## config.mk

```make
export PLATFORM = sky130hd
export DESIGN_NAME = decode_sched
export DESIGN_NICKNAME = d
export VERILOG_FILES = /design/src/rtl/decode_sched.sv
export SDC_FILE = /design/constraint.sdc
export NUM_CORES = 1
export LEC_CHECK = 0
export CORE_MARGIN = 3
export CORE_UTILIZATION = 65
export DETAILED_ROUTE_END_ITERATION = 16
export DONT_BUFFER_PORTS = 1
export GPL_TIMING_DRIVEN = 1
export PLACE_DENSITY = 0.81
export SYNTH_ARGS = -nofsm -noshare
export SYNTH_HDL_FRONTEND = slang
export SYNTH_SLANG_ARGS = --single-unit
```

## constraint.sdc

```tcl
create_clock -name clk_i -period 40.3 [get_ports clk_i]
set_clock_uncertainty 0.15 [all_clocks]
set_input_delay 12.09 -clock clk_i [delete_from_list [all_inputs] [get_ports clk_i]]
set_output_delay 12.09 -clock clk_i [all_outputs]
set_load 0.05 [all_outputs]
```

## src/rtl/decode_sched.sv

```systemverilog
// -----------------------------------------------------------------------------
// decode_sched
//   Decode/schedule stage between fetch and execute. Instructions are
//   pre-decoded (immediate type and legality) as they are accepted, so every
//   output is driven straight from a register. A two-entry buffer (output
//   register OUT plus a skid register SKID) lets inst_ready_o depend only on
//   local state and flush, never on dec_ready_i, while still sustaining one
//   entry per cycle.
//
// Ports
//   clk_i, rst_i          clock; synchronous active-high reset
//   flush_i               drop all held entries (redirect)
//   inst_valid_i/ready_o  fetch handshake, inst_i / pc_i payload
//   dec_valid_o/ready_i   execute handshake
//   inst_o, pc_o          registered instruction word and PC
//   imm_sel_o[5:1]        one-hot immediate select: 1=I 2=S 3=B 4=U 5=J
//   illegal_o             unrecognised opcode
//   stall_cnt_o           saturating count of cycles with valid && !ready
// -----------------------------------------------------------------------------
module decode_sched #(
    parameter int XLEN  = 64,
    parameter int CNT_W = 32
) (
    input  logic             clk_i,
    input  logic             rst_i,
    input  logic             flush_i,
    input  logic             inst_valid_i,
    output logic             inst_ready_o,
    input  logic [31:0]      inst_i,
    input  logic [XLEN-1:0]  pc_i,
    output logic             dec_valid_o,
    input  logic             dec_ready_i,
    output logic [31:0]      inst_o,
    output logic [XLEN-1:0]  pc_o,
    output logic [5:1]       imm_sel_o,
    output logic             illegal_o,
    output logic [CNT_W-1:0] stall_cnt_o
);

    // Returns {illegal, imm_sel[5:1]}; imm_sel is zero or exactly one-hot.
    function automatic logic [5:0] decode_op(input logic [6:0] op);
        logic [5:0] res;
        res = 6'b1_00000;
        if (op[1:0] == 2'b11) begin
            case (op)
                7'b0000011, 7'b0010011, 7'b0011011,
                7'b1100111, 7'b1110011, 7'b0001111: res = 6'b0_00001;
                7'b0100011:                         res = 6'b0_00010;
                7'b1100011:                         res = 6'b0_00100;
                7'b0110111, 7'b0010111:             res = 6'b0_01000;
                7'b1101111:                         res = 6'b0_10000;
                7'b0110011, 7'b0111011:             res = 6'b0_00000;
                default:                            res = 6'b1_00000;
            endcase
        end
        return res;
    endfunction

    // Counter increment that sticks at all-ones instead of wrapping.
    function automatic logic [CNT_W-1:0] sat_inc(input logic [CNT_W-1:0] cnt);
        return (&cnt) ? cnt : cnt + 1'b1;
    endfunction

    // ---- stage p0: combinational pre-decode of the offered instruction ----
    logic [5:0] dec_p0;
    logic       in_xfer_p0;
    logic       out_xfer_p0;

    // ---- stage p1: OUT and SKID entries ----
    logic             out_vld_p1;
    logic [31:0]      out_inst_p1;
    logic [XLEN-1:0]  out_pc_p1;
    logic [5:1]       out_imm_p1;
    logic             out_ill_p1;

    logic             skid_vld_p1;
    logic [31:0]      skid_inst_p1;
    logic [XLEN-1:0]  skid_pc_p1;
    logic [5:1]       skid_imm_p1;
    logic             skid_ill_p1;

    logic [CNT_W-1:0] stall_cnt_p1;

    assign dec_p0       = decode_op(inst_i[6:0]);
    assign inst_ready_o = !skid_vld_p1 && !flush_i;
    assign in_xfer_p0   = inst_valid_i && inst_ready_o;
    assign out_xfer_p0  = out_vld_p1 && dec_ready_i;

    always_ff @(posedge clk_i) begin
        if (rst_i) begin
            out_vld_p1   <= 1'b0;
            out_inst_p1  <= '0;
            out_pc_p1    <= '0;
            out_imm_p1   <= '0;
            out_ill_p1   <= 1'b0;
            skid_vld_p1  <= 1'b0;
            stall_cnt_p1 <= '0;
        end else begin
            // Counting is independent of flush: a stalled cycle is a stall.
            if (out_vld_p1 && !dec_ready_i)
                stall_cnt_p1 <= sat_inc(stall_cnt_p1);

            if (flush_i) begin
                out_vld_p1  <= 1'b0;
                skid_vld_p1 <= 1'b0;
            end else if (!out_vld_p1 || out_xfer_p0) begin
                // OUT frees up: the older SKID entry always goes first.
                if (skid_vld_p1) begin
                    out_vld_p1  <= 1'b1;
                    out_inst_p1 <= skid_inst_p1;
                    out_pc_p1   <= skid_pc_p1;
                    out_imm_p1  <= skid_imm_p1;
                    out_ill_p1  <= skid_ill_p1;
                    skid_vld_p1 <= 1'b0;
                end else if (in_xfer_p0) begin
                    out_vld_p1  <= 1'b1;
                    out_inst_p1 <= inst_i;
                    out_pc_p1   <= pc_i;
                    out_imm_p1  <= dec_p0[4:0];
                    out_ill_p1  <= dec_p0[5];
                end else begin
                    out_vld_p1  <= 1'b0;
                end
            end else if (in_xfer_p0) begin
                skid_vld_p1 <= 1'b1;
            end
        end
    end

    // SKID payload needs no reset: it is only ever read while skid_vld_p1=1.
    always_ff @(posedge clk_i) begin
        if (!rst_i && !flush_i && out_vld_p1 && !out_xfer_p0 && in_xfer_p0) begin
            skid_inst_p1 <= inst_i;
            skid_pc_p1   <= pc_i;
            skid_imm_p1  <= dec_p0[4:0];
            skid_ill_p1  <= dec_p0[5];
        end
    end

    assign dec_valid_o = out_vld_p1;
    assign inst_o      = out_inst_p1;
    assign pc_o        = out_pc_p1;
    assign imm_sel_o   = out_imm_p1;
    assign illegal_o   = out_ill_p1;
    assign stall_cnt_o = stall_cnt_p1;

endmodule

```

== Yosys cells after proc, flatten, opt, wreduce, memory -nomap -nowiden ==
Cells that the tools add are included.

* Equality and inequality tests: 14
* Add/subtract/negate cells: 1
* Divide/modulo/power cells: 0
* Bitwise gates (word level): 2
* Reductions and logical operators: 24
* Mux-type cells: 12
* Order comparisons: 0
* $mul: 0
* Shifts and indexed selects: 0

{| class="wikitable"
|+ Operator list
! cell !! count
|-
| two-way mux 64 bit || 2
|-
| two-way mux 32 bit || 2
|-
| one-hot mux 6 bit (6 select lines) || 1
|-
| adder 32 x 1 -> 32 bit, second input constant || 1
|-
| AND reduction 32 bit || 1
|-
| equality test 7 x 6 -> 1 bit, second input constant || 4
|-
| equality test 7 bit, second input constant || 4
|-
| equality test 7 x 5 -> 1 bit, second input constant || 3
|-
| two-way mux 5 bit || 2
|-
| logical AND 1 bit || 8
|-
| equality test 7 x 2 -> 1 bit, second input constant || 1
|-
| equality test 7 x 4 -> 1 bit, second input constant || 1
|-
| zero test 1 bit || 6
|-
| two-way mux 6 bit || 1
|-
| OR reduction 2 bit || 3
|-
| OR reduction 6 bit || 1
|-
| two-way mux 1 bit || 4
|-
| AND reduction 3 bit || 1
|-
| OR reduction 3 bit || 1
|-
| equality test 2 bit, second input constant || 1
|-
| inverter 1 bit || 2
|-
| AND reduction 2 bit || 1
|-
| nonzero test 2 bit || 1
|-
| logical OR 1 bit || 1
|}

* Memories: 0
* Memory bits (read-only): 0
* Output and inout port bits: 136
* Latch bits: 0
* Flip-flop bits (word level): 238
* Memory bits (writable): 0

== Depth between registers and ports, before layout ==
Gate-level depths: netlist of run 1.

* Depth after elaboration: 6
* Depth in mapped cells: 8
* Mapped depth without buffers: 6

== Worst setup path before layout of run 1 ==
Ideal clock, no wire load.

* Path type: input -> output
* Start point: input port flush_i
* End point: output port inst_ready_o
* Cell stages on the path: 1
* Data arrival time: 12.735 ns
* Required time: 28.060 ns
* Path slack: 15.325 ns
* Path buffers: 0
* Cell sequence: nor2_1

* Longest elaborated chain between the ends: 2

{| class="wikitable"
|+ Ends and longest elaborated chain
! element !! line !! text
|-
| start, declared || 26 || <nowiki>input logic flush_i,</nowiki>
|-
| zero test 1 bit || 85 || <nowiki>assign inst_ready_o = !skid_vld_p1 && !flush_i;</nowiki>
|-
| logical AND 1 bit || 85 ||
|-
| end, declared || 28 || <nowiki>output logic inst_ready_o,</nowiki>
|}

Every way passes these cells.

== Final worst setup path of run 1 ==
Same ends and word-level chain as after synthesis.

==> out/summary.txt, run 1 <==
Hold buffers post-CTS: 0
Slew Viols, Final: 0
Maximum VDD drop: 0.0393 mV
Post-CTS setup buffers: 0
DRT antenna net count: 0
Critical path startpoint category: input pin
Fin crit share: 62.0%
FILL cells: 946
Outcome: completed
Final Wtd Congestion: 0.786
Post-synth cell types: 56
Area Growth Syn to Fin: 8.30%
Final #Nets: 859
Total Power: 519 µW
Tightest Pin Transition: 1.02 ns
Slowest-stage cell, CP: nor2_1
H-Tree Depth: 1
Clk_lat worst skew: 0.51 ns
CTS tree: done
Crit path cell chain: nor2_1
IO buf count: 0
CP Capture Type: output port
Clock transition at path regs: 0.06 ns
WP buf/inv: 0
Max-Cap Viols: 0
Critical path class: input pin to output port
CP delay by family, top: simple AND/OR/NAND/NOR gates
Sink Count: 238
Routed WL: 20.0 mm
Mapped cell area: 0.00935 mm²
CTS Buf Count: 24
Sequential fraction of the synthesis area: 61.9%
CP max stage delay: 0.66 ns
Unrepaired setup endpoints after global routing: no
Syn nets: 887
Die footprint: 0.0159 mm²
Util after Layout: 72.4%
Iter 0 DRT Violations: 397
Final cell count without fillers: 955
Largest net degree at the start of global routing: 140
# resized after CTS: 0
GRT overflow: 0
Slew margin rel.: 32.0%
Worst Hold Class: flip-flop to flip-flop
Vias: 6,079
First-pass GRT wire length: 31.7 mm
Share of post-route cells with drive strength above 1: 8.00%
Diodes inserted: 0
Die X: 126 µm
First-pass DRT Iterations: 4
Fmax: 0.0400 GHz
Die height: 126 µm
Final setup viols: 0
Synth Register Bits: 238
Power per cell area: 51.3 mW/mm²
Ports: 237
Worst path required time: 28.06 ns
Top FF cell, synth: dfxtp_1
Setup TNS: 0 ns
Placed inst area: 0.00935 mm²
Syn avg cell area: 11.9 µm²
EDFF count, synth: 102
CP max FO: 5
Post-route cell area: 0.0101 mm²
Starting Density: 66.8%
Crit path DAT: 12.75 ns
Via/cell ratio: 6.37
Placed cells: 911
Clk buf depth: 3
Synthesized instance count: 785
Leak pwr: 3.11 nW
Final hold viol count: 0
Fin crit period: 24.99 ns
# rows: 43
Initial antenna violation count: 0
Wire per inst: 20.9 µm
FFs w/ async S/R, synth: 0%
DPL Wire Length: 13.1 mm
Clk root buf: clkbuf_16
Vias in the first global route: 6,165
Gr usage total: 24.0%
Ys Warns: 0
Core area: 0.0140 mm²
DRC: 0
[per-layer routing]
metal	up-vias	GRT usage, %	part of all wire, %
met4	0	7.38	2.6
li1	2901	-	-
met2	224	40.4	49
met3	37	9.84	9.7
met1	2917	28.4	38
met5	-	0	0
[cell families after synthesis]
| family | Yosys count | synth area share (%) |
|---|---|---|
| flip-flops | 238 | 61.9 |
| AND/OR/NAND/NOR | 212 | 11.4 |
| AO/OA/AOI/OAI | 166 | 12.2 |
| multiplexers | 101 | 10.8 |
| buffers and inverters | 62 | 3.05 |
| XOR/XNOR | 5 | 0.469 |
| adder cells (fa/ha/maj) | 1 | 0.134 |
[registers in the layout, indices dropped and copies added (netlist names)]
signal        count
dec_valid_o       1
illegal_o         1
imm_sel_o         5
inst_o           32
pc_o             64
skid_ill_p1       1
skid_imm_p1       5
skid_inst_p1     32
skid_pc_p1       64
skid_vld_p1       1
stall_cnt_o      32
[where the power goes]
group	switching, mW	internal (mW)
combinational	0.0105	0.00794
sequential	0.0304	0.259
clock	0.0894	0.122
[worst register-to-register path, delay by kind of cell (launching register included)]
kind	cells	cell delay (ns)
flops	1	0.91
simple gates	3	0.47
compound gates	2	0.51
buf+inv	2	1.68
[through the flow]
step	setup WS, ns	hold slack (ns)
5_1_grt	15.29	0.435
3_3_place_gp	15.29	0.392
3_5_place_dp	15.30	0.395
6_report	15.31	0.413
2_1_floorplan	15.33	0.375
4_1_cts	15.30	0.409
[cell usage after synthesis, types with 2 or more instances]
cell type / n / area share [%]
buf_2: 6 / 0.32
nor2_1: 114 / 4.6
clkbuf_8: 2 / 0.29
a311oi_1: 2 / 0.19
o21ai_0: 19 / 1.0
a31o_2: 2 / 0.19
nand4_1: 9 / 0.60
buf_1: 9 / 0.36
buf_4: 3 / 0.24
and3_2: 2 / 0.16
or3_1: 14 / 0.94
and3_1: 3 / 0.20
mux2i_1: 99 / 11
edfxtp_1: 102 / 33
nor4_1: 5 / 0.33
xnor2_1: 4 / 0.37
o31ai_1: 10 / 0.80
nor3_1: 2 / 0.11
nand2_1: 19 / 0.76
clkbuf_1: 36 / 1.4
dfxtp_1: 136 / 29
a211oi_1: 100 / 8.0
nand3_1: 10 / 0.54
a31oi_1: 2 / 0.13
and4_1: 2 / 0.19
mux2_2: 2 / 0.24
nand2b_1: 5 / 0.33
inv_1: 3 / 0.12
or4_1: 11 / 0.88
a21oi_1: 26 / 1.4
[cell type report]
cell class / count / area, µm² / area share, %
Inverter: 3 / 11.3 / 0.111
Clock buffer: 36 / 706 / 6.97
Sequential cell: 238 / 5790 / 57.2
Multi-Input combinational cell: 485 / 3290 / 32.5
Timing Repair Buffer: 5 / 37.5 / 0.371
Clock inverter: 8 / 65.1 / 0.643
Tap cell: 180 / 225 / 2.22
[final timing paths]
kind / start / end / slack, ns / cells after the start
worst max-delay path: flush_i / inst_ready_o / 15.31 / 1
worst min-delay path: skid_imm_p1[1]$_DFFE_PP_ / imm_sel_o[1]$_SDFFE_PP0P_ / 0.41 / 2
worst min register to register: skid_imm_p1[1]$_DFFE_PP_ / imm_sel_o[1]$_SDFFE_PP0P_ / 0.41 / 2
worst max register to register: skid_vld_p1$_SDFFE_PP0P_ / imm_sel_o[2]$_SDFFE_PP0P_ / 36.48 / 7
[cells in the final DEF (no fill, tap or decap), types with 3 or more instances in the layout]
cell and n:
dfxtp_1 135, clkbuf_8 6, buf_4 5, xnor2_1 4
nor4_1 4, a21oi_1 26, or4_1 11, inv_1 3
o31ai_1 10, clkbuf_16 24, o21ai_0 19, inv_4 3
nand4_1 9, nor2_1 114, a211oi_1 100, nand3_1 10
clkbuf_1 6, and3_1 3, edfxtp_1 102, or3_1 14
mux2i_1 99, nand2_1 19, nand2b_1 5
(Power assumes the default switching activity.)
==> run 2, diff against run 1 <==
--- a/config.mk
+++ b/config.mk
@@ -6,11 +6,11 @@
 export NUM_CORES = 1
 export LEC_CHECK = 0
 export CORE_MARGIN = 3
-export CORE_UTILIZATION = 65
+export CORE_UTILIZATION = 57
 export DETAILED_ROUTE_END_ITERATION = 16
 export DONT_BUFFER_PORTS = 1
 export GPL_TIMING_DRIVEN = 1
-export PLACE_DENSITY = 0.81
+export PLACE_DENSITY = 0.75
 export SYNTH_ARGS = -nofsm -noshare
 export SYNTH_HDL_FRONTEND = slang
 export SYNTH_SLANG_ARGS = --single-unit
==> constraint.sdc (replaced) <==
create_clock -name clk_i -period 20.8 [get_ports clk_i]
set_clock_uncertainty 0.15 [all_clocks]
set_input_delay 6.24 -clock clk_i [delete_from_list [all_inputs] [get_ports clk_i]]
set_output_delay 6.24 -clock clk_i [all_outputs]
set_load 0.05 [all_outputs]
==> run 2 against run 1 <==
Count of clock-buffer cells in the layout decreased by 9. Power increased by 97%. Largest cell class unchanged. Sequential share of layout area decreased by 0.34 points. Critical path depth unchanged. Cell count increased by 3.8%. Combinational power increased by 92%. Via count increased by 0.82%. Utilization decreased by 8.5 points. Register-to-register slack got worse by 19 ns. Global-route usage decreased by 2.0 points.
==> out/summary.txt, run 2 (synthesized netlist as in run 1, its figures left out) <==
Hold buffers post-CTS: 0 (unchanged)
Post-CTS setup buffers: 0 (unchanged)
Die height: 134 µm (+6.5%)
Clk root buf: clkbuf_16
First-pass GRT wire length: 32.8 mm (+3.6%)
# rows: 46 (+7.0%)
Gr usage total: 22.1% (-2.0 points)
Fin crit period: 13.38 ns
CTS tree: done
Hold Path End: imm_sel_o[1]$_SDFFE_PP0P_
CTS Buf Count: 24 (unchanged)
First-pass DRT Iterations: 4 (unchanged)
Final hold viol count: 0 (unchanged)
Largest net degree at the start of global routing: 140 (unchanged)
Setup TNS: 0 ns (unchanged)
Core area: 0.0159 mm² (+14%)
Area Growth Syn to Fin: 8.94%
CP max FO: 5 (unchanged)
Fmax: 0.0747 GHz
Wire per inst: 20.8 µm (-0.50%)
Crit path cell chain: nor2_1
WP buf/inv: 0 (unchanged)
Vias in the first global route: 6,244 (+1.3%)
Critical path startpoint category: input pin
Leak pwr: 3.11 nW (about the same)
Die X: 134 µm (+6.5%)
Max-Cap Viols: 0 (unchanged)
DRC: 0 (unchanged)
Slew Viols, Final: 0 (unchanged)
Initial antenna violation count: 0 (unchanged)
Diodes inserted: 0 (unchanged)
DPL Wire Length: 13.3 mm (+1.2%)
HP Start: skid_imm_p1[1]$_DFFE_PP_
Routed WL: 20.6 mm (+3.3%)
R2R depth: 7 (unchanged)
# resized after CTS: 0 (unchanged)
Final #Nets: 859 (unchanged)
CP Capture Type: output port
Clk buf depth: 3 (unchanged)
Slowest-stage cell, CP: nor2_1
Unrepaired setup endpoints after global routing: no
Worst path required time: 14.41 ns (-13.65 ns)
H-Tree Depth: 1 (unchanged)
Fin crit share: 64.3%
Final setup viols: 0 (unchanged)
FILL cells: 1,218 (+29%)
CP delay by family, top: simple AND/OR/NAND/NOR gates
Sink Count: 238 (unchanged)
Critical path class: input pin to output port
Clk_lat worst skew: 0.51 ns (about the same)
Ports: 237 (unchanged)
Via/cell ratio: 6.18 (-2.8%)
Tightest Pin Transition: 1.17 ns (+0.146 ns)
Total Power: 1.02 mW (+97%)
WHS Path Cells: 2 (unchanged)
Slew margin rel.: 22.2% (-9.7 points)
Outcome: completed
Crit path DAT: 6.99 ns (-5.76 ns)
Most frequent cells in the layout: 135 x dfxtp_1, 114 x nor2_1, 102 x edfxtp_1
Power per cell area: 100 mW/mm² (+96%)
Worst flop-to-flop path startpoint: skid_vld_p1$_SDFFE_PP0P_
Flop2flop setup slack: 17.19 ns (-19.29 ns)
Die footprint: 0.0180 mm² (+13%)
Worst r2r dst: imm_sel_o[2]$_SDFFE_PP0P_
Worst Hold Class: flip-flop to flip-flop
Vias: 6,129 (+0.82%)
CP max stage delay: 0.74 ns (+0.08 ns)
DRT antenna net count: 0 (unchanged)
Final Wtd Congestion: 0.786 (about the same)
Commonest non-fill, non-tap cell in the layout: dfxtp_1
GRT overflow: 0 (unchanged)
IO buf count: 0 (unchanged)
Clock transition at path regs: 0.06 ns (about the same)
Iter 0 DRT Violations: 360 (-9.3%)
Maximum VDD drop: 0.0661 mV (+68%)
Share of post-route cells with drive strength above 1: 7.87% (-0.13 points)
Starting Density: 58.6% (-8.2 points)
## run 2: cell types whose count changed in the layout (fill, tap and decap cells not counted)
cell / change
clkinv_2: +5
clkbuf_8: -6
bufinv_16: +3
inv_4: -3
clkinv_1: +4
clkinv_4: -2
clkinvlp_4: +2
clkbuf_1: -3
## run 2: how the worst max path moves through the flow
stage | from | endpoint | slack (ns) | cells after the start
after floorplan | dec_ready_i | skid_ill_p1$_DFFE_PP_ | 3.71 | 2
after global placement | flush_i | inst_ready_o | 7.37 | 1
after detailed placement | flush_i | inst_ready_o | 7.40 | 1
after CTS | flush_i | inst_ready_o | 7.40 | 1
after global routing | flush_i | inst_ready_o | 7.42 | 1
final | flush_i | inst_ready_o | 7.42 | 1
## run 2: per-stage QoR
stage / cell area [µm²] / instances / utilization [%] / hold WS (ns) / setup slack (ns)
floorplan: 9350 / 785 / - / 0.375 / 3.71
global placement: 9400 / 947 / 58.9 / 0.395 / 7.37
detailed placement: 9400 / 947 / 58.9 / 0.419 / 7.40
CTS: 10200 / 991 / 63.9 / 0.420 / 7.40
global route: 10200 / 991 / 63.9 / 0.457 / 7.42
finish: 10200 / 991 / 63.9 / 0.428 / 7.42
## run 2: power breakdown
group          total, mW  internal, mW  switching (mW)  leakage [nW]
registers          0.560         0.501          0.0592          2.05
logic             0.0356        0.0154          0.0202         0.684
clock network      0.427         0.250           0.177         0.379
## run 2: cell type report
cell class                 count  area (µm²)  area share [%]
multi-input combinational    485        3290            32.3
clock buffer                  27         612            6.01
inverter                       3        11.3           0.111
clock inverter                17         174            1.71
sequential                   238        5790            56.9
timing repair buffer           5        37.5           0.369
tap                          216         270            2.65
## run 2: per-layer routing
layer  GRT usage, %  vias up  part of all wire [%]
li1               -     2909                     -
met1           26.7     2940                    38
met2           36.9      241                    49
met3           8.29       39                    10
met4           6.90        0                   2.5
met5              0        -                     0
==> run 3, diff against run 2 <==
==> constraint.sdc (replaced) <==
create_clock -name clk_i -period 12.2 [get_ports clk_i]
set_clock_uncertainty 0.15 [all_clocks]
set_input_delay 3.66 -clock clk_i [delete_from_list [all_inputs] [get_ports clk_i]]
set_output_delay 3.66 -clock clk_i [all_outputs]
set_load 0.05 [all_outputs]
==> run 3 against run 2 <==
Global-route usage hardly changed. Via count is 0.23% higher. Cell count is 0.30% higher. Utilization is 0.78 points higher. Sequential power is 71% higher. Hold slack worse by 0.022 ns. Die area stayed put. Final area is 1.2% higher. Wire length is 1.2% higher. Clock power is 89% higher. Critical endpoint unchanged. Largest power group unchanged.
==> out/summary.txt, run 3 (synthesized netlist as in run 1, its figures left out) <==
Outcome: completed
CTS Buf Count: 25 (+4.2%)
CP delay by family, top: simple AND/OR/NAND/NOR gates
Critical path endpoint: inst_ready_o
Critical path depth: 1 (unchanged)
CTS tree: done
Critical path class: input pin to output port
Commonest non-fill, non-tap cell in the layout: dfxtp_1
Worst Hold Class: flip-flop to flip-flop
# rows: 46 (unchanged)
First-pass DRT Iterations: 5 (+1)
Slew Viols, Final: 0 (unchanged)
Post-CTS setup buffers: 0 (unchanged)
Fin crit period: 8.13 ns
Clock transition at path regs: 0.06 ns (about the same)
Unrepaired setup endpoints after global routing: no
Clk_lat worst skew: 0.51 ns (about the same)
R2R depth: 7 (unchanged)
Flop2flop setup slack: 8.98 ns (-8.21 ns)
HP Start: skid_imm_p1[1]$_DFFE_PP_
Tightest Pin Transition: 0.926 ns (-0.241 ns)
Net Switching: 444 µW (+73%)
CP Launch Point: flush_i
Fin crit share: 66.6%
Die footprint: 0.0180 mm² (unchanged)
DP Worst Slack: 4.07 ns (-3.33 ns)
Final setup viols: 0 (unchanged)
Clock network power share: 44.3% (+2.6 points)
Maximum VDD drop: 0.119 mV (+79%)
# resized after CTS: 0 (unchanged)
Vias: 6,143 (+0.23%)
Largest net degree at the start of global routing: 140 (unchanged)
DRT antenna net count: 0 (unchanged)
Routed WL: 20.9 mm (+1.2%)
Worst r2r dst: imm_sel_o[2]$_SDFFE_PP0P_
Final hold viol count: 0 (unchanged)
Worst flop-to-flop path startpoint: skid_vld_p1$_SDFFE_PP0P_
Internal power: 1.38 mW (+80%)
DPL Wire Length: 13.6 mm (+2.2%)
Worst path required time: 8.39 ns (-6.02 ns)
Via/cell ratio: 6.18 (about the same)
PnR worst setup slack: 4.07 ns (-3.35 ns)
Slowest-stage cell, CP: nor2_1
Final Wtd Congestion: 0.761 (-3.2%)
Gr usage total: 22.1% (+0.038 points)
Starting Density: 58.6% (unchanged)
IO buf count: 0 (unchanged)
Setup TNS: 0 ns (unchanged)
Most frequent cells in the layout: 135 x dfxtp_1, 114 x nor2_1, 102 x edfxtp_1
Critical path startpoint category: input pin
Core area: 0.0159 mm² (unchanged)
Clk buf depth: 3 (unchanged)
Vias in the first global route: 6,162 (-1.3%)
Max-Cap Viols: 0 (unchanged)
Sequential share of power: 52.3% (-2.5 points)
Area Growth Syn to Fin: 10.3%
Fin Hold WS: 0.407 ns (-0.0215 ns)
Total Power: 1.83 mW (+79%)
CP max FO: 5 (unchanged)
Power per cell area: 177 mW/mm² (+76%)
Clk root buf: clkbuf_16
Iter 0 DRT Violations: 351 (-2.5%)
FILL cells: 1,177 (-3.4%)
Hold buffers post-CTS: 0 (unchanged)
First-pass GRT wire length: 32.7 mm (-0.23%)
Die X: 134 µm (unchanged)
Slew margin rel.: 38.3% (+16 points)
H-Tree Depth: 1 (unchanged)
DRC: 0 (unchanged)
Final #Nets: 861 (+0.23%)
Diodes inserted: 0 (unchanged)
Fmax: 0.123 GHz
Net Sw Frac: 24.3% (-0.77 points)
Ports: 237 (unchanged)
Die height: 134 µm (unchanged)
CP max stage delay: 0.66 ns (-0.08 ns)
Wire per inst: 21.0 µm (+0.92%)
Leak pwr: 3.18 nW (+2.1%)
GRT overflow: 0 (unchanged)
Logic pwr share: 3.4% (about the same)
Initial antenna violation count: 0 (unchanged)
CP Capture Type: output port
Crit path DAT: 4.32 ns (-2.67 ns)
Sink Count: 238 (unchanged)
Util after Layout: 64.6% (+0.78 points)
Crit path cell chain: nor2_1
Share of post-route cells with drive strength above 1: 8.35% (+0.48 points)
WP buf/inv: 0 (unchanged)
## run 3: cell types whose count changed in the layout (fill, tap and decap cells not counted), sizes merged
cell,change
buf,+1
bufinv,+2
clkbuf,+1
clkinv,-2
clkinvlp,-2
inv,+3
## run 3: worst min path at each step
stage | to | slack [ns] | depth (start not counted)
4_1_cts | imm_sel_o[1]$_SDFFE_PP0P_ | 0.40 | 2
3_5_place_dp | imm_sel_o[1]$_SDFFE_PP0P_ | 0.38 | 2
3_3_place_gp | imm_sel_o[1]$_SDFFE_PP0P_ | 0.39 | 2
2_1_floorplan | imm_sel_o[1]$_SDFFE_PP0P_ | 0.38 | 2
6_report | imm_sel_o[1]$_SDFFE_PP0P_ | 0.41 | 2
5_1_grt | imm_sel_o[1]$_SDFFE_PP0P_ | 0.43 | 2
## run 3: through the flow
| step | instances | cell area [µm²] |
|---|---|---|
| 5_1_grt | 994 | 10300 |
| 4_1_cts | 994 | 10300 |
| 3_3_place_gp | 948 | 9410 |
| 2_1_floorplan | 785 | 9350 |
| 3_5_place_dp | 948 | 9410 |
| 6_report | 994 | 10300 |
## run 3: power by group through the flow
stage / logic [mW] / registers (mW) / clock network (mW)
finish: 0.0613 / 0.956 / 0.809
global route: 0.0707 / 0.958 / 0.853
CTS: 0.0619 / 0.956 / 0.822
detailed placement: 0.0612 / 0.973 / 0
global placement: 0.0559 / 0.973 / 0
floorplan: 0.0599 / 0.964 / 0
## run 3: cell type report
type,instances,area (µm²),share of cell area [%]
inverter,3,11.3,0.109
tap,216,270,2.62
clock inverter,18,225,2.19
clock buffer,28,668,6.48
multi-input combinational,485,3300,32.0
timing repair buffer,6,45.0,0.437
sequential,238,5790,56.2
## run 3: layer usage
metal,share of wire [%],vias to the layer above,global-route usage [%]
met2,49,242,36.7
met1,38,2963,26.9
met4,2.9,0,7.58
met3,10,41,7.99
li1,-,2897,-
met5,0,-,0
